===== config.mk =====
export PLATFORM = sky130hd
export DESIGN_NAME = ram_arbiter
export DESIGN_NICKNAME = d
export VERILOG_FILES = /design/src/rtl/ram_arb_pkg.sv /design/src/rtl/ram_arbiter_rd_tag_fifo.sv /design/src/rtl/ram_arbiter.sv
export SDC_FILE = /design/constraint.sdc
export NUM_CORES = 1
export LEC_CHECK = 0
export BUFFER_PORTS_ARGS = -buffer_cell sky130_fd_sc_hd__buf_2
export CELL_PAD_IN_SITES_DETAIL_PLACEMENT = 2
export CELL_PAD_IN_SITES_GLOBAL_PLACEMENT = 2
export CORE_AREA = 4 4 203 205
export CTS_CLUSTER_DIAMETER = 100
export CTS_CLUSTER_SIZE = 28
export DETAILED_ROUTE_END_ITERATION = 6
export DIE_AREA = 0 0 207 209
export MAX_ROUTING_LAYER = met4
export PLACE_DENSITY = 0.69
export SLEW_MARGIN = 25
export SYNTH_ARGS = -nofsm -noshare
export SYNTH_HDL_FRONTEND = slang
export SYNTH_SLANG_ARGS = --single-unit

===== constraint.sdc =====
create_clock -name clk_133M -period 6.8 [get_ports clk_133M]
set_input_delay 1.36 -clock clk_133M [delete_from_list [all_inputs] [get_ports clk_133M]]
set_output_delay 1.36 -clock clk_133M [all_outputs]
set_load 0.005 [all_outputs]

===== src/rtl/ram_arb_pkg.sv =====
// Shared definitions for the SDRAM command-port arbiter: requester ids,
// read-tag encodings, FSM state encoding and the winner search helper.
package ram_arb_pkg;

  // Requester ids, also the search order of the fixed-priority arbiter
  localparam logic [1:0] REQ_CAM  = 2'd0;
  localparam logic [1:0] REQ_VGA  = 2'd1;
  localparam logic [1:0] REQ_HDRW = 2'd2;
  localparam logic [1:0] REQ_HDRR = 2'd3;

  // Read tags stored in the outstanding-read FIFO
  localparam logic TAG_HDR = 1'b0;
  localparam logic TAG_VGA = 1'b1;

  typedef enum logic [1:0] {
    IDLE  = 2'd0,
    ISSUE = 2'd1,
    ACK   = 2'd2
  } arb_state_t;

  // Returns {found, id}: first eligible requester scanning upwards from
  // start with wrap-around, so start=REQ_CAM gives plain fixed priority.
  function automatic logic [2:0] pick_req(input logic [3:0] elig,
                                          input logic [1:0] start);
    logic       found;
    logic [1:0] id;
    logic [1:0] idx;
    found = 1'b0;
    id    = start;
    for (int k = 0; k < 4; k++) begin
      idx = start + 2'(k);
      if (!found && elig[idx]) begin
        found = 1'b1;
        id    = idx;
      end
    end
    return {found, id};
  endfunction

endpackage


===== src/rtl/ram_arbiter_rd_tag_fifo.sv =====
// Outstanding-read tag FIFO: one bit per read in flight, popped in issue
// order as read beats come back. DEPTH must be a power of two so the
// pointers wrap naturally.
module rd_tag_fifo
  import ram_arb_pkg::*;
#(
  parameter int DEPTH = 4
) (
  input  logic                     clk,
  input  logic                     rst_n,
  input  logic                     push,
  input  logic                     push_tag,
  input  logic                     pop,
  output logic                     pop_tag,
  output logic                     full,
  output logic                     empty,
  output logic [$clog2(DEPTH):0]   count
);

  localparam int PTR_W = $clog2(DEPTH);
  localparam int CNT_W = PTR_W + 1;

  logic             mem [DEPTH];
  logic [PTR_W-1:0] wr_ptr;
  logic [PTR_W-1:0] rd_ptr;
  logic             push_ok;
  logic             pop_ok;

  assign full    = (count == CNT_W'(DEPTH));
  assign empty   = (count == '0);
  // A pop in the same cycle frees the slot a full FIFO would otherwise lack
  assign push_ok = push && (!full || pop);
  assign pop_ok  = pop && !empty;
  assign pop_tag = mem[rd_ptr];

  // Pointer and occupancy bookkeeping; reset discards every pending tag
  always_ff @(posedge clk) begin
    if (!rst_n) begin
      wr_ptr <= '0;
      rd_ptr <= '0;
      count  <= '0;
    end else begin
      if (push_ok) wr_ptr <= wr_ptr + 1'b1;
      if (pop_ok)  rd_ptr <= rd_ptr + 1'b1;
      case ({push_ok, pop_ok})
        2'b10:   count <= count + 1'b1;
        2'b01:   count <= count - 1'b1;
        default: count <= count;
      endcase
    end
  end

  // Tag storage; contents are only meaningful below the count, so no reset
  always_ff @(posedge clk) begin
    if (push_ok) mem[wr_ptr] <= push_tag;
  end

endmodule


===== src/rtl/ram_arbiter.sv =====
// Four-way arbiter in front of the single SDRAM controller command port.
// Serialises camera write, VGA read, HDR-result write and HDR-frame read
// commands, returns a one-cycle ack per grant and steers returned read
// beats back to their issuer through an outstanding-read tag FIFO.
// Build option ARB_ROUND_ROBIN_EN: rotating priority instead of the fixed
// camera > vga > hdr_wr > hdr_rd order.
module ram_arbiter
  import ram_arb_pkg::*;
#(
  parameter int ADDR_W       = 25,
  parameter int DATA_W       = 128,
  parameter int RD_TAG_DEPTH = 4
) (
  input  logic              clk_133M,
  input  logic              rst_n_133M,

  input  logic              camera_wr_req,
  input  logic [ADDR_W-1:0] camera_wr_address,
  input  logic [DATA_W-1:0] camera_wr_data,
  output logic              camera_wr_ack,

  input  logic              vga_rd_req,
  input  logic [ADDR_W-1:0] vga_rd_address,
  output logic              vga_rd_ack,
  output logic              vga_rd_valid,

  input  logic              hdr_rd_req,
  input  logic [ADDR_W-1:0] hdr_rd_address,
  output logic              hdr_rd_ack,
  output logic              hdr_rd_valid,

  input  logic              hdr_wr_req,
  input  logic [ADDR_W-1:0] hdr_wr_address,
  input  logic [DATA_W-1:0] hdr_wr_data,
  output logic              hdr_wr_ack,

  input  logic              ram_busy,
  output logic              ram_cmd_valid,
  output logic              ram_cmd_we,
  output logic [ADDR_W-1:0] ram_address,
  output logic [DATA_W-1:0] ram_wr_data,
  input  logic              ram_cmd_ack,
  input  logic              ram_rd_valid,

  output logic              tag_err
);

  localparam int CNT_W = $clog2(RD_TAG_DEPTH) + 1;

  arb_state_t       state;
  logic [1:0]       win_id;
  logic [3:0]       elig;
  logic [1:0]       search_start;
  logic [2:0]       pick_res;
  logic             pick_found;
  logic [1:0]       pick_id;

  logic             tag_push;
  logic             tag_push_val;
  logic             tag_pop_val;
  logic             tag_full;
  logic             tag_empty;
  // Occupancy is not needed by the arbiter itself; kept for debug probing
  logic [CNT_W-1:0] tag_count_unused;

  // Reads need a free tag slot before they may win; writes always may
  assign elig = {hdr_rd_req & ~tag_full,
                 hdr_wr_req,
                 vga_rd_req & ~tag_full,
                 camera_wr_req};

`ifdef ARB_ROUND_ROBIN_EN
  logic [1:0] rr_ptr;
  assign search_start = rr_ptr;
`else
  assign search_start = REQ_CAM;
`endif

  assign pick_res   = pick_req(elig, search_start);
  assign pick_found = pick_res[2];
  assign pick_id    = pick_res[1:0];

  // Tag is recorded exactly when the controller takes a read command
  assign tag_push     = (state == ISSUE) && ram_cmd_ack && !ram_cmd_we;
  assign tag_push_val = (win_id == REQ_VGA) ? TAG_VGA : TAG_HDR;

  rd_tag_fifo #(
    .DEPTH (RD_TAG_DEPTH)
  ) u_tag_fifo (
    .clk      (clk_133M),
    .rst_n    (rst_n_133M),
    .push     (tag_push),
    .push_tag (tag_push_val),
    .pop      (ram_rd_valid),
    .pop_tag  (tag_pop_val),
    .full     (tag_full),
    .empty    (tag_empty),
    .count    (tag_count_unused)
  );

  // Beat steering is combinational so the requester sees valid with the data
  assign vga_rd_valid = ram_rd_valid && !tag_empty && (tag_pop_val == TAG_VGA);
  assign hdr_rd_valid = ram_rd_valid && !tag_empty && (tag_pop_val == TAG_HDR);

  // Arbitration FSM: pick and latch in IDLE, hold command in ISSUE, ack in ACK
  always_ff @(posedge clk_133M) begin
    if (!rst_n_133M) begin
      state         <= IDLE;
      win_id        <= REQ_CAM;
      ram_cmd_valid <= 1'b0;
      ram_cmd_we    <= 1'b0;
      ram_address   <= '0;
      ram_wr_data   <= '0;
      camera_wr_ack <= 1'b0;
      vga_rd_ack    <= 1'b0;
      hdr_wr_ack    <= 1'b0;
      hdr_rd_ack    <= 1'b0;
`ifdef ARB_ROUND_ROBIN_EN
      rr_ptr        <= 2'd0;
`endif
    end else begin
      camera_wr_ack <= 1'b0;
      vga_rd_ack    <= 1'b0;
      hdr_wr_ack    <= 1'b0;
      hdr_rd_ack    <= 1'b0;
      case (state)
        IDLE: begin
          if (!ram_busy && pick_found) begin
            win_id        <= pick_id;
            ram_cmd_valid <= 1'b1;
            state         <= ISSUE;
            case (pick_id)
              REQ_CAM: begin
                ram_cmd_we  <= 1'b1;
                ram_address <= camera_wr_address;
                ram_wr_data <= camera_wr_data;
              end
              REQ_VGA: begin
                ram_cmd_we  <= 1'b0;
                ram_address <= vga_rd_address;
                ram_wr_data <= '0;
              end
              REQ_HDRW: begin
                ram_cmd_we  <= 1'b1;
                ram_address <= hdr_wr_address;
                ram_wr_data <= hdr_wr_data;
              end
              default: begin
                ram_cmd_we  <= 1'b0;
                ram_address <= hdr_rd_address;
                ram_wr_data <= '0;
              end
            endcase
          end
        end
        ISSUE: begin
          if (ram_cmd_ack) begin
            ram_cmd_valid <= 1'b0;
            state         <= ACK;
            case (win_id)
              REQ_CAM:  camera_wr_ack <= 1'b1;
              REQ_VGA:  vga_rd_ack    <= 1'b1;
              REQ_HDRW: hdr_wr_ack    <= 1'b1;
              default:  hdr_rd_ack    <= 1'b1;
            endcase
          end
        end
        ACK: begin
          // Ack pulse is visible during this state; req is resampled in IDLE
          state <= IDLE;
`ifdef ARB_ROUND_ROBIN_EN
          rr_ptr <= win_id + 2'd1;
`endif
        end
        default: state <= IDLE;
      endcase
    end
  end

  // Sticky flag for a read beat that arrives with no read outstanding
  always_ff @(posedge clk_133M) begin
    if (!rst_n_133M) begin
      tag_err <= 1'b0;
    end else if (ram_rd_valid && tag_empty) begin
      tag_err <= 1'b1;
    end
  end

endmodule


# After elaboration in Yosys (flattened, before gate mapping)
# Memory sizes are Yosys's and may differ from the RTL's. A register that Yosys moved wholly into a read port is not among the register bits.
# Cells that the tools add are included.
[totals]
register_bits = 171
ram_bits = 4
input_bits = 365
mem_count = 1
[classes]
addsub = 4
eq_ne = 10
muxes = 25
n_bitwise = 4
n_reduce_logical = 31
[mem_list]
columns = ["memory", "words", "word_bits", "read_ports", "rd_clocked_by_memory_dff", "write_ports", "line", "text"]
rows = [
  ["u_tag_fifo.mem", 4, 1, 1, 1, 1, "ram_arbiter_rd_tag_fifo.sv:23", "logic mem [DEPTH];"],
]
[op_table]
columns = ["operator", "count"]
rows = [
  ["$pmux W128 S2", 1],
  ["$pmux W25 S3", 1],
  ["$mux W1", 14],
  ["$mux W2", 6],
  ["$logic_and A1 B1 Y1", 11],
  ["$eq A2 B1 Y1 const B", 4],
  ["$logic_not A1 Y1", 7],
  ["$eq A2 B2 Y1 const B", 3],
  ["$logic_not A2 Y1", 3],
  ["$pmux W3 S2", 1],
  ["$reduce_and A3 Y1", 2],
  ["$add A2 B1 Y2 const B", 2],
  ["$ne A2 B2 Y1 const B", 2],
  ["$pmux W2 S2", 1],
  ["$reduce_and A2 Y1", 2],
  ["$reduce_bool A2 Y1", 2],
  ["$add A3 B1 Y3 const B", 1],
  ["$eq A3 B3 Y1 const B", 1],
  ["$logic_not A3 Y1", 1],
  ["$reduce_or A3 Y1", 1],
  ["$sub A3 B1 Y3 const B", 1],
  ["$and A1 B1 Y1", 2],
  ["$not A1 Y1", 2],
  ["$pmux W1 S2", 1],
  ["2 further kinds", 2],
]

# Depth between registers and ports, before layout
# Gate-level depths: netlist of the first run.
[logic_depth]
depth_word = 14
ltp_mapped = 10
ltp_nobuf = 9

# Cells and area by module
# A second synthesis of the first run with hierarchy kept.
[unflattened]
hier_cells = 960
hier_area_um2 = 7883.8
[modules_own_cells]
columns = ["module", "instances", "cells_per_inst", "area_each_um2"]
rows = [
  ["ram_arbiter", 1, 901, 7245.7],
  ["rd_tag_fifo", 1, 59, 638.1],
]

# Least setup slack after synthesis of the first run
# No wires, ideal clock.
[synth_timing]
kind = "input port to output port"
start = "input ram_rd_valid"
end = "output vga_rd_valid"
t_arrival_ns = 1.683
required_time_ns = 5.440
setup_slack_ns = 3.757
path_stages = 2
cell_sequence = "o31a_1 -> and2_1"
[synth_via]
elab_chain_len = 2
[synth_rtl]
columns = ["element", "line", "text"]
rows = [
  ["start: declaration", "ram_arbiter.sv:43", "input logic ram_rd_valid,"],
  ["$logic_and A1 B1 Y1 (2 in series)", "ram_arbiter.sv:102", "assign vga_rd_valid = ram_rd_valid && !tag_empty && (tag_pop_val == TAG_VGA);"],
  ["end: declaration", "ram_arbiter.sv:25", "output logic vga_rd_valid,"],
]
# No other way between the ends.

# Worst setup path after layout of the first run
[layout_timing]
start = "input vga_rd_req"
end = "register ram_wr_data[52]"
[layout_via]
elab_chain_len = 11
elab_cells_between_ends = 17
classes_between = "eq/ne (1); mux (7); bitwise (1); reduce/logical (8)"
[layout_rtl]
columns = ["element", "line", "text"]
rows = [
  ["start: declaration", "ram_arbiter.sv:22", "input logic vga_rd_req,"],
  ["$and A1 B1 Y1 *", "ram_arbiter.sv:69", "vga_rd_req & ~tag_full,"],
  ["$logic_and A1 B1 Y1 *", "ram_arb_pkg.sv:32", "if (!found && elig[idx]) begin"],
  ["$mux W1", "ram_arb_pkg.sv:32", ""],
  ["$logic_not A1 Y1", "ram_arb_pkg.sv:32", ""],
  ["$logic_and A1 B1 Y1", "ram_arb_pkg.sv:32", ""],
  ["$mux W1", "ram_arb_pkg.sv:32", ""],
  ["$logic_not A1 Y1", "ram_arb_pkg.sv:32", ""],
  ["$logic_and A1 B1 Y1", "ram_arb_pkg.sv:32", ""],
  ["$mux W2 / $mux W1 (equally long branches)", "ram_arb_pkg.sv:32", ""],
  ["$eq A2 B2 Y1, or another cell as far along", "ram_arbiter.sv:132", "case (pick_id)"],
  ["$pmux W128 S2 / $reduce_and A2 Y1 (equally long branches)", "n/a", ""],
  ["end signal: assignment", "ram_arbiter.sv:136", "ram_wr_data <= camera_wr_data;"],
  ["end signal: assignment", "ram_arbiter.sv:146", "ram_wr_data <= hdr_wr_data;"],
  ["end: declaration", "ram_arbiter.sv:41", "output logic [DATA_W-1:0] ram_wr_data,"],
]
# Mark *: on every way between the ends. The rest lies on a longest branch, timed or not.
# A chain may end at the register's enable or synchronous reset.

==> flow_summary_export.csv, run 1 <==
group,metric,value,unit
detailed_routing,drtIter0Drc,543,
yosys,synth-compound-area-share,0.4147,
worst_setup_path,cp_slowest_cell,"buf_4",
cts,cts-root-buf,"clkbuf_16",
timing,slew_viol_final,0,
die,die-area,0.04326,mm2
yosys,synthMuxAreaShare,0.004208,
yosys,ys.warnings.count,0,
cts,cts_tree,"yes",
timing,worstMarginPinSlew,1.049,ns
layout,syn_to_final_growth,47.38,%
run_status,outcome,"finished clean",
timing,clock_skew,0.01108,ns
timing,fin_crit_sh,0.5399,
worst_setup_path,rr_startpoint,"u_tag_fifo.count[2]",
cts,cts_buffers,17,
yosys,ys_seq_area_frac,0.4636,
grt,grt_pass1_vias,9086,
cts,clockBufferDepth,2,
yosys,synth.distinct_cells,42,
power,ir_worst_vdd,0.09999,mV
placement,dp_slack,2.697,ns
grt,grt_max_degree,130,
worst_setup_path,rrSetupSlack,3.96,ns
min_path,min_path_type,"reg -> reg",
worst_setup_path,path_cells,"buf_2 > nor3_1 > a211o_4 > buf_4 > a22o_1 > a22o_1",
detailed_routing,firstDrtPassIters,4,
layout,seq_area,0.003583,mm2
worst_setup_path,worstReg2RegEnd,"ram_wr_data[52]",
grt,grt-ovfl-total,0,
layout,layout_commonest_cell,"buf_2",
die,dieWidth,207,um
detailed_routing,viasPerCell,4.827,
min_path,min_to,"ram_address[0]",
yosys,synth_edf_count,4,
power,p_per_area,230.5,mW/mm2
cts,postCtsSetupBuffers,0,
worst_setup_path,worst-path-buf-inv,2,
layout,multi_input_area,0.003799,mm2
min_path,hold_path.startpoint,"ram_address[0]",
yosys,async_reset_ff_frac,0,
cts,cts_hold_buf,0,
worst_setup_path,critPathKind,"in -> reg",
layout,fillerInstances,4576,
worst_setup_path,critPathTopFamily,"buffers and inverters",
yosys,syn_area,0.007730,mm2
detailed_routing,vias,8384,
timing,rsz0062_at_grt,"false",
layout,layout_common_cells,"buf_2 (526), a22o_1 (256), dfxtp_1 (173), a21oi_1 (32)",
grt,grt_pass1_wl,56.41,mm
timing,fin_crit,3.671,ns
placement,routabilityCongestion,0.8607,
detailed_routing,wl_per_cell,21.91,um
detailed_routing,drt-total-wl,38.05,mm
worst_setup_path,reg2reg_depth,5,
die,fp.coreArea,0.03946,mm2
grt,track_usage,0.1714,
worst_setup_path,critical_path.max_fanout,80,
cts,worstSkewPairLatency,0.46,ns
grt,antenna_found_initial,4,
yosys,synth_simple_gate_area_share,0.05163,
yosys,synth_top_area_cell,"dfxtp_1",
job,drv_cap,0,
yosys,synth_xor_xnor_area_share,0.005665,
yosys,yosys.area.top_type_share,0.4480,
yosys,yosys_register_bits,177,
yosys,synth_flop_cell,"dfxtp_1",
worst_setup_path,cpPeakStageDelay,0.80,ns
cts,post_cts_resize_count,0,
placement,dp_hpwl,28.81,mm
yosys,synth.area.top_cells,"dfxtp_1 (45%), a22o_1 (29%), a221o_1 (3.2%)",
timing,fmax,0.2724,GHz
die,start_util,0.1959,
worst_setup_path,critPathArrivalTime,4.06,ns
worst_setup_path,setup.worst_path.start_class,"primary input",
die,die_y,209,um
placement,io_buffers,526,
cts,htree_levels,4,
detailed_routing,drcViolationCount,0,
timing,setup_viol,0,
timing,setup_tns,0,ns
worst_setup_path,cp.required,7.19,ns
yosys,synth_top_family_by_area,"compound AO/OA/AOI/OAI gates",
die,std_cell_rows,73,
power,power_leakage,5.633,nW
worst_setup_path,endpoint_kind,"flip-flop",
yosys,synth_fa_ha_area_frac,0.01068,
timing,fin_ws,3.129,ns
layout,drive_gt1_frac,0.4801,
timing,slew_headroom,0.3005,
yosys,synthCells,724,
timing,final_hold_viol_count,0,
min_path,whs_path_depth,1,
layout,finalNetCount,1566,
die,io_pins,527,
yosys,synth_nets,1095,
detailed_routing,ant_nets,0,
yosys,synth.avg_cell_area,10.68,um2
cts,clkSinkCount,177,
worst_setup_path,cp_common_cell,"a22o_1",
cts,clk_pin_slew_worst_paths,0.07,ns
## where the power goes
part	leakage, nW	internal (mW)	switching, mW
Clock	0.283	0.557	0.460
Sequential	1.44	1.10	0.0360
Combinational	3.90	0.231	0.245
Total	5.63	1.88	0.741
## layout make-up
class	count	share of cell area
Multi-Input combinational cell	454	0.3334
Clock inverter	11	0.008896
Tap cell	525	0.05766
Timing Repair Buffer	535	0.2381
Inverter	10	0.003295
Clock buffer	21	0.04316
Sequential cell	177	0.3146
Antenna cell	4	0.0008786
## stage by stage
stage	cell area [um2]	instances	power, mW	utilization	hold WS, ns
finish	11390	1737	2.626	0.2887	0.4702
global route	11390	1737	2.764	0.2887	0.4926
CTS	11380	1733	2.669	0.2885	0.4785
detailed placement	10790	1701	1.638	0.2734	0.4580
global placement	10790	1701	1.624	0.2734	0.4438
floorplan	7730	724	1.388	-	0.4294
## cell usage after synthesis (all sizes together) (5+ instances only)
library cell,count
inv,10
a22o,256
nand3b,26
and2,8
a21oi,33
clkbuf,57
buf,26
ha,5
nor2,14
dfxtp,173
a21o,26
a221o,25
a32o,25
## metal layers
metal  part of all wire  vias to the layer above  wire length [um]  track usage
met2               0.50                      355             19200       0.2967
met5                  0                        -                 0            -
li1                   -                     3849                 -            -
met4              0.015                        0               556      0.04172
met1               0.41                     4149             15660       0.1939
met3              0.069                       31              2634      0.05360
## registers in the layout (all words and copies together) (netlist names), 2 cells and up, named ones only
| signal | count |
|---|---|
| state | 2 |
| win_id | 2 |
| u_tag_fifo.wr_ptr | 2 |
| u_tag_fifo.count | 3 |
| u_tag_fifo.mem | 4 |
| ram_wr_data | 128 |
| u_tag_fifo.rd_ptr | 2 |
| ram_address | 25 |
## worst max path at each step
stage | start | end | slack (ns) | cells after the start
2_1_floorplan | ram_rd_valid | vga_rd_valid | 3.76 | 2
3_3_place_gp | vga_rd_req | ram_wr_data[52] | 2.76 | 6
3_5_place_dp | vga_rd_req | ram_wr_data[41] | 2.70 | 6
4_1_cts | vga_rd_req | ram_wr_data[41] | 3.19 | 6
5_1_grt | vga_rd_req | ram_wr_data[52] | 2.97 | 6
6_report | vga_rd_req | ram_wr_data[52] | 3.13 | 6
## cell families (layout without fill, tap and decap cells)
logic type / after synthesis / in the layout
other: 0 / 4
and+or+nand+nor: 65 / 65
AOI/OAI and AO/OA: 376 / 376
xor gates and xnor gates: 5 / 5
buffers and inverters: 93 / 577
DFF: 177 / 177
adders and majority gates: 6 / 6
muxes: 2 / 2
Note: power is estimated with default switching activity, not from simulation.
==> run 2, diff against run 1 <==
--- a/config.mk
+++ b/config.mk
@@ -5,16 +5,18 @@
 export SDC_FILE = /design/constraint.sdc
 export NUM_CORES = 1
 export LEC_CHECK = 0
+export ABC_AREA = 1
 export BUFFER_PORTS_ARGS = -buffer_cell sky130_fd_sc_hd__buf_2
 export CELL_PAD_IN_SITES_DETAIL_PLACEMENT = 2
 export CELL_PAD_IN_SITES_GLOBAL_PLACEMENT = 2
-export CORE_AREA = 4 4 203 205
+export CORE_ASPECT_RATIO = 1.25
+export CORE_MARGIN = 4
+export CORE_UTILIZATION = 21
 export CTS_CLUSTER_DIAMETER = 100
 export CTS_CLUSTER_SIZE = 28
 export DETAILED_ROUTE_END_ITERATION = 6
-export DIE_AREA = 0 0 207 209
 export MAX_ROUTING_LAYER = met4
-export PLACE_DENSITY = 0.69
+export PLACE_DENSITY = 0.79
 export SLEW_MARGIN = 25
 export SYNTH_ARGS = -nofsm -noshare
 export SYNTH_HDL_FRONTEND = slang
==> constraint.sdc (replaced) <==
create_clock -name clk_133M -period 3.6 [get_ports clk_133M]
set_input_delay 0.72 -clock clk_133M [delete_from_list [all_inputs] [get_ports clk_133M]]
set_output_delay 0.72 -clock clk_133M [all_outputs]
set_load 0.005 [all_outputs]
==> run 2 against run 1 <==
  * Synthesized cell count up 100%
  * Clock skew down 0.0036 ns
  * Sequential power grew 93%
  * Power increased by 100%
  * Largest power group unchanged
  * Critical path depth rose by 5
  * Routed wire length increased by 22%
  * Die area rose by 7.8%
  * Critical endpoint is now u_tag_fifo.count[1]
  * Register-to-register slack lost 2.7 ns
  * Non-clock buffer count is 12 higher
  * Critical path type is now reg -> reg
  * Hold slack worse by 0.021 ns
  * Setup slack got worse by 1.8 ns
  * Via count increased by 36%
==> flow_summary_export.csv, run 2 <==
group,metric,value,unit
grt,track_usage,0.1957,
placement,place_area,0.01218,mm2
layout,multi_input_area,0.004787,mm2
cts,clockBufferDepth,2,
layout,reg.largest.list,"ram_wr_data x128, ram_address x25, u_tag_fifo.mem x4",
yosys,ys_seq_area_frac,0.3948,
worst_setup_path,rr_startpoint,"state[0]",
placement,dp_hpwl,35.25,mm
worst_setup_path,crit_path_start,"state[0]",
timing,fin_crit_sh,0.6386,
grt,grt_pass1_wl,70.17,mm
detailed_routing,drt-total-wl,46.31,mm
layout,finalNetCount,2277,
power,p_per_area,416.4,mW/mm2
yosys,yosys.area.top_type_share,0.3816,
run_status,outcome,"finished clean",
grt,grt_max_degree,97,
cts,postCtsSetupBuffers,0,
grt,grt-ovfl-total,0,
detailed_routing,drcViolationCount,0,
yosys,synth.area.top_cells,"dfxtp_1 (38%), nand2_1 (27%), a21oi_1 (9.3%)",
yosys,synth_edf_count,4,
worst_setup_path,setup.worst_path.start_class,"flip-flop",
cts,cts_hold_buf,0,
timing,holdWs,0.4496,ns
layout,layout_commonest_cell,"nand2_1",
die,start_util,0.2143,
yosys,synth.avg_cell_area,6.272,um2
yosys,synth.most_common_cell,"nand2_1",
cts,cts_tree,"yes",
cts,htree_levels,4,
timing,setup_tns,0,ns
yosys,ys.warnings.count,0,
die,std_cell_rows,84,
job,drv_cap,0,
layout,seq_area,0.003583,mm2
layout,syn_to_final_growth,40.76,%
yosys,syn_area,0.009076,mm2
layout,fillerInstances,5313,
die,io_pins,527,
timing,rsz0062_at_grt,"false",
die,die-area,0.04663,mm2
cts,cts_buffers,17,
yosys,synth_flop_cell,"dfxtp_1",
detailed_routing,drtIter0Drc,348,
timing,clock_skew,0.007490,ns
grt,antenna_found_initial,9,
detailed_routing,firstDrtPassIters,4,
cts,post_cts_resize_count,0,
worst_setup_path,critPathArrivalTime,2.70,ns
cts,clkSinkCount,177,
worst_setup_path,critical_path.max_fanout,7,
die,fp.coreArea,0.04236,mm2
placement,routabilityCongestion,0.9208,
layout,layout_common_cells,"nand2_1 (649), buf_2 (526), dfxtp_1 (173), a21oi_1 (169), nand3_1 (156)",
cts,clk_pin_slew_worst_paths,0.07,ns
worst_setup_path,critPathKind,"reg -> reg",
timing,slew_headroom,0.5084,
yosys,async_reset_ff_frac,0,
detailed_routing,viasPerCell,4.596,
layout,design_area,0.01278,mm2
timing,slew_viol_final,0,
timing,final_hold_viol_count,0,
timing,fin_crit,2.299,ns
timing,worstMarginPinSlew,0.7373,ns
die,die_y,240.4,um
cts,cts-root-buf,"clkbuf_16",
die,dieWidth,193.9,um
layout,drive_gt1_frac,0.3069,
detailed_routing,wl_per_cell,18.61,um
power,ir_worst_vdd,0.3553,mV
yosys,synth.distinct_cells,28,
detailed_routing,ant_nets,0,
cts,worstSkewPairLatency,0.46,ns
layout,largest_reg_flops,128,
grt,grt_pass1_vias,12370,
worst_setup_path,endpoint_kind,"flip-flop",
min_path,min_path_type,"reg -> reg",
yosys,synth_nets,1818,
timing,setup_viol,0,
detailed_routing,vias,11440,
yosys,synth_top_area_cell,"dfxtp_1",
yosys,ys_top_cells_by_count,"nand2_1 (649), dfxtp_1 (173), a21oi_1 (169)",
worst_setup_path,cp.required,4.00,ns
yosys,synthCells,1447,
yosys,yosys_register_bits,177,
min_path,hold_path.startpoint,"tag_err",
layout,regMostFlops,"ram_wr_data",
worst_setup_path,rrSetupSlack,1.30,ns
power,power_leakage,6.602,nW
timing,fmax,0.4350,GHz
placement,io_buffers,526,
==> run 2: cell count changes after synthesis, sizes merged, moves of 10 or more <==
cell    previous run  this run
clkbuf            57        41
nand4              0        10
buf               26        66
a221o             25         0
inv               10        45
nand3b            26         0
a32o              25         0
nor2              14       105
nand3              0       157
nand2              4       651
a21oi             33       170
a22o             256         0
a21o              26         0
==> run 2: layout make-up <==
| type | instances | share of cell area |
|---|---|---|
| diodes | 10 | 0.001959 |
| multi-input cells | 1116 | 0.3747 |
| inverters | 47 | 0.01459 |
| flip-flops and latches | 177 | 0.2805 |
| well taps | 559 | 0.05474 |
| clock inverters | 13 | 0.01048 |
| repair buffers | 547 | 0.2292 |
| clock buffers | 19 | 0.03389 |
==> run 2: routing by layer <==
layer,up-vias,share of wire,GRT usage,wire length [um]
met1,5473,0.39,0.2083,18020
met3,57,0.062,0.05368,2849
met2,381,0.53,0.3545,24370
met5,-,0,-,0
met4,0,0.023,0.06202,1081
li1,5524,-,-,-
==> run 2: cell families (layout without fill, tap and decap cells) <==
group | count (synthesis) | after routing | share of synthesized area
buf+inv | 154 | 626 | 0.07858
other cells | 0 | 10 | 0
flops | 177 | 177 | 0.3948
fa+ha+maj | 6 | 6 | 0.009099
compound gates | 181 | 181 | 0.1023
simple gates | 929 | 929 | 0.4152
==> run 2: worst max-delay path, stage by stage (launching register included) <==
cell and delay [ns]:
dfxtp_1 0.33, inv_1 0.04, nor2_1 0.16, nand2_1 0.13, nor3_1 0.37, inv_1 0.23, ha_1 0.23, inv_1 0.10
fa_1 0.42, nor2_1 0.10, a21oi_1 0.05, nor2_1 0.08
==> run 2: power breakdown <==
| group | internal [mW] | switching [mW] | total, mW |
|---|---|---|---|
| Combinational | 0.488 | 0.749 | 1.24 |
| Clock | 1.02 | 0.880 | 1.90 |
| Sequential | 2.11 | 0.0762 | 2.18 |
| Total | 3.61 | 1.71 | 5.32 |
==> run 2: metrics by stage <==
| stage | setup WS [ns] | total power [mW] | util | instances |
|---|---|---|---|---|
| floorplan | 1.491 | 2.874 | - | 1447 |
| global placement | 1.022 | 3.428 | 0.2877 | 2446 |
| detailed placement | 0.8982 | 3.485 | 0.2877 | 2446 |
| CTS | 1.282 | 5.426 | 0.3010 | 2478 |
| global route | 1.053 | 5.662 | 0.3015 | 2486 |
| finish | 1.301 | 5.319 | 0.3016 | 2488 |
==> run 2: final timing paths <==
path	endpoint	cells after the start
worst max-delay path	u_tag_fifo.count[1]	11
worst min-delay path	tag_err	2
worst max register to register	u_tag_fifo.count[1]	11
worst min register to register	tag_err	2
==> run 3, diff against run 2 <==
==> constraint.sdc (replaced) <==
create_clock -name clk_133M -period 2.3 [get_ports clk_133M]
set_input_delay 0.46 -clock clk_133M [delete_from_list [all_inputs] [get_ports clk_133M]]
set_output_delay 0.46 -clock clk_133M [all_outputs]
set_load 0.005 [all_outputs]
==> run 3 against run 2 <==
  * Hold slack lost 0.15 ns
  * Register-to-register slack worse by 1.1 ns
  * Critical path depth shrank 3
  * Global-route usage fell by 0.37 points
  * Utilization rose by 0.29 points
  * Flip-flop and latch count unchanged
  * Cell count is 0.32% higher
  * Sequential power increased by 57%
  * Setup slack lost 1.1 ns
  * Clock power rose by 58%
  * Via count shrank 0.13%
  * Maximum frequency increased by 9.7%
  * Largest power group unchanged
==> flow_summary_export.csv, run 3 (synthesis results as in run 2) <==
group,metric,value,unit
grt,grt_max_degree,98,
layout,finalNonFillerCells,2496,
worst_setup_path,critPathKind,"reg -> reg",
worst_setup_path,path_cells,"nor2_4 > nand2_2 > nand2_4 > nand3_1 > o21ai_4 > buf_12 > nand2_1 > a21oi_1",
timing,fin_crit,2.096,ns
timing,fmax,0.4772,GHz
timing,final_hold_viol_count,0,
die,dieWidth,193.9,um
cts,cts_hold_buf,0,
cts,cts_tree,"yes",
cts,clk_pin_slew_worst_paths,0.07,ns
worst_setup_path,cpPeakStageDelay,0.34,ns
worst_setup_path,endpoint_kind,"flip-flop",
grt,grt_pass1_vias,12360,
placement,dp_cells,2457,
power,power.share.combinational,0.234,
timing,rsz0062_at_grt,"false",
min_path,whs_path_depth,3,
die,io_pins,527,
die,fp.coreArea,0.04236,mm2
timing,setup_tns,0,ns
grt,globalRouteMet1Util,0.2083,
run_status,outcome,"finished clean",
layout,finalNetCount,2288,
layout,syn_to_final_growth,42.13,%
placement,dp_hpwl,35.28,mm
worst_setup_path,cp_slowest_cell,"dfxtp_1",
worst_setup_path,worst-path-buf-inv,1,
cts,cts-root-buf,"clkbuf_16",
detailed_routing,drcViolationCount,0,
power,ir_worst_vdd,0.4954,mV
grt,grt_use_met3,0.04667,
layout,layout_commonest_cell,"nand2_1",
layout,fillerInstances,5301,
grt,antenna_found_initial,7,
timing,worstMarginPinSlew,0.5252,ns
cts,worstSkewPairLatency,0.45,ns
detailed_routing,ant_nets,0,
detailed_routing,wl_per_cell,18.27,um
min_path,min_path_type,"in -> reg",
power,p_int,5.584,mW
layout,largest_reg_flops,128,
job,drv_cap,0,
power,p_switching,2.791,mW
power,p_per_area,649.2,mW/mm2
worst_setup_path,critPathTopFamily,"simple AND/OR/NAND/NOR gates",
grt,grt_pass1_wl,69.16,mm
timing,fin_crit_sh,0.9112,
worst_setup_path,setup.worst_path.start_class,"flip-flop",
grt,grt-ovfl-total,0,
timing,clock_skew,0.01412,ns
die,start_util,0.2143,
layout,regMostFlops,"ram_wr_data",
grt,use_met2,0.3388,
timing,fin_ws,0.2043,ns
placement,dp_slack,0.1820,ns
grt,track_usage,0.1919,
power,power_leakage,6.687,nW
power,pwr-share-clk,0.358,
cts,cts_buffers,17,
layout,layout_common_cells,"nand2_1 (649), buf_2 (526), dfxtp_1 (173), a21oi_1 (169), nand3_1 (156)",
die,std_cell_rows,84,
cts,clkSinkCount,177,
cts,clockBufferDepth,2,
detailed_routing,drt-total-wl,45.61,mm
power,p_sw_frac,0.3332,
layout,reg.largest.list,"ram_wr_data x128, ram_address x25, u_tag_fifo.mem x4",
detailed_routing,viasPerCell,4.575,
timing,setup_viol,0,
worst_setup_path,crit_cells,8,
power,seq_power_share,0.408,
die,die-area,0.04663,mm2
detailed_routing,firstDrtPassIters,4,
detailed_routing,vias,11420,
placement,io_buffers,526,
timing,slew_headroom,0.6498,
cts,postCtsSetupBuffers,0,
grt,busiest_layer,"met2",
placement,routabilityCongestion,0.9193,
worst_setup_path,critical_path.max_fanout,97,
cts,post_cts_resize_count,0,
cts,htree_levels,4,
worst_setup_path,cp.required,2.66,ns
detailed_routing,drtIter0Drc,385,
timing,slew_viol_final,0,
layout,final_util,0.3046,
layout,drive_gt1_frac,0.3135,
worst_setup_path,critPathArrivalTime,2.46,ns
die,die_y,240.4,um
worst_setup_path,reg2reg_depth,8,
==> run 3: metal layers <==
metal	wire length [um]	part of all wire	vias to the layer above
li1	-	-	5533
met1	17930	0.39	5442
met2	23370	0.51	377
met3	2735	0.060	68
met4	1578	0.035	0
met5	0	0	-
==> run 3: final timing paths <==
check / slack, ns / start / end
hold reg to reg: 0.45 / tag_err / tag_err
hold / removal: 0.30 / ram_rd_valid / tag_err
setup / recovery: 0.20 / u_tag_fifo.count[0] / ram_wr_data[48]
setup reg to reg: 0.20 / u_tag_fifo.count[0] / ram_wr_data[48]
==> run 3: final cells by class <==
| type | count | area [um2] | area share |
|---|---|---|---|
| multi-input cells | 1116 | 4792 | 0.3715 |
| flip-flops and latches | 177 | 3583 | 0.2778 |
| clock inverters | 13 | 132.6 | 0.01028 |
| diodes | 7 | 17.52 | 0.001358 |
| repair buffers | 558 | 3035 | 0.2353 |
| well taps | 559 | 699.4 | 0.05422 |
| inverters | 47 | 186.4 | 0.01445 |
| clock buffers | 19 | 452.9 | 0.03511 |
==> run 3: per-stage QoR <==
step	hold slack (ns)	power (mW)	cell area [um2]
global route	0.2859	8.888	12900
finish	0.2988	8.375	12900
detailed placement	0.4422	5.482	12290
global placement	0.4402	5.390	12290
CTS	0.2681	8.548	12880
floorplan	0.4206	4.498	9076
==> run 3: worst register-to-register path: stages (launching register included) <==
cell,delay [ns]
dfxtp_1,0.34
nor2_4,0.16
nand2_2,0.09
nand2_4,0.19
nand3_1,0.16
o21ai_4,0.27
buf_12,0.34
nand2_1,0.27
a21oi_1,0.20
==> run 3: power by group through the flow <==
stage,Clock (mW),Combinational (mW),Sequential [mW]
6_report,3.00,1.96,3.42
5_1_grt,3.23,2.21,3.45
4_1_cts,3.13,2.00,3.42
3_5_place_dp,0,1.99,3.49
3_3_place_gp,0,1.92,3.47
2_1_floorplan,0,1.00,3.49
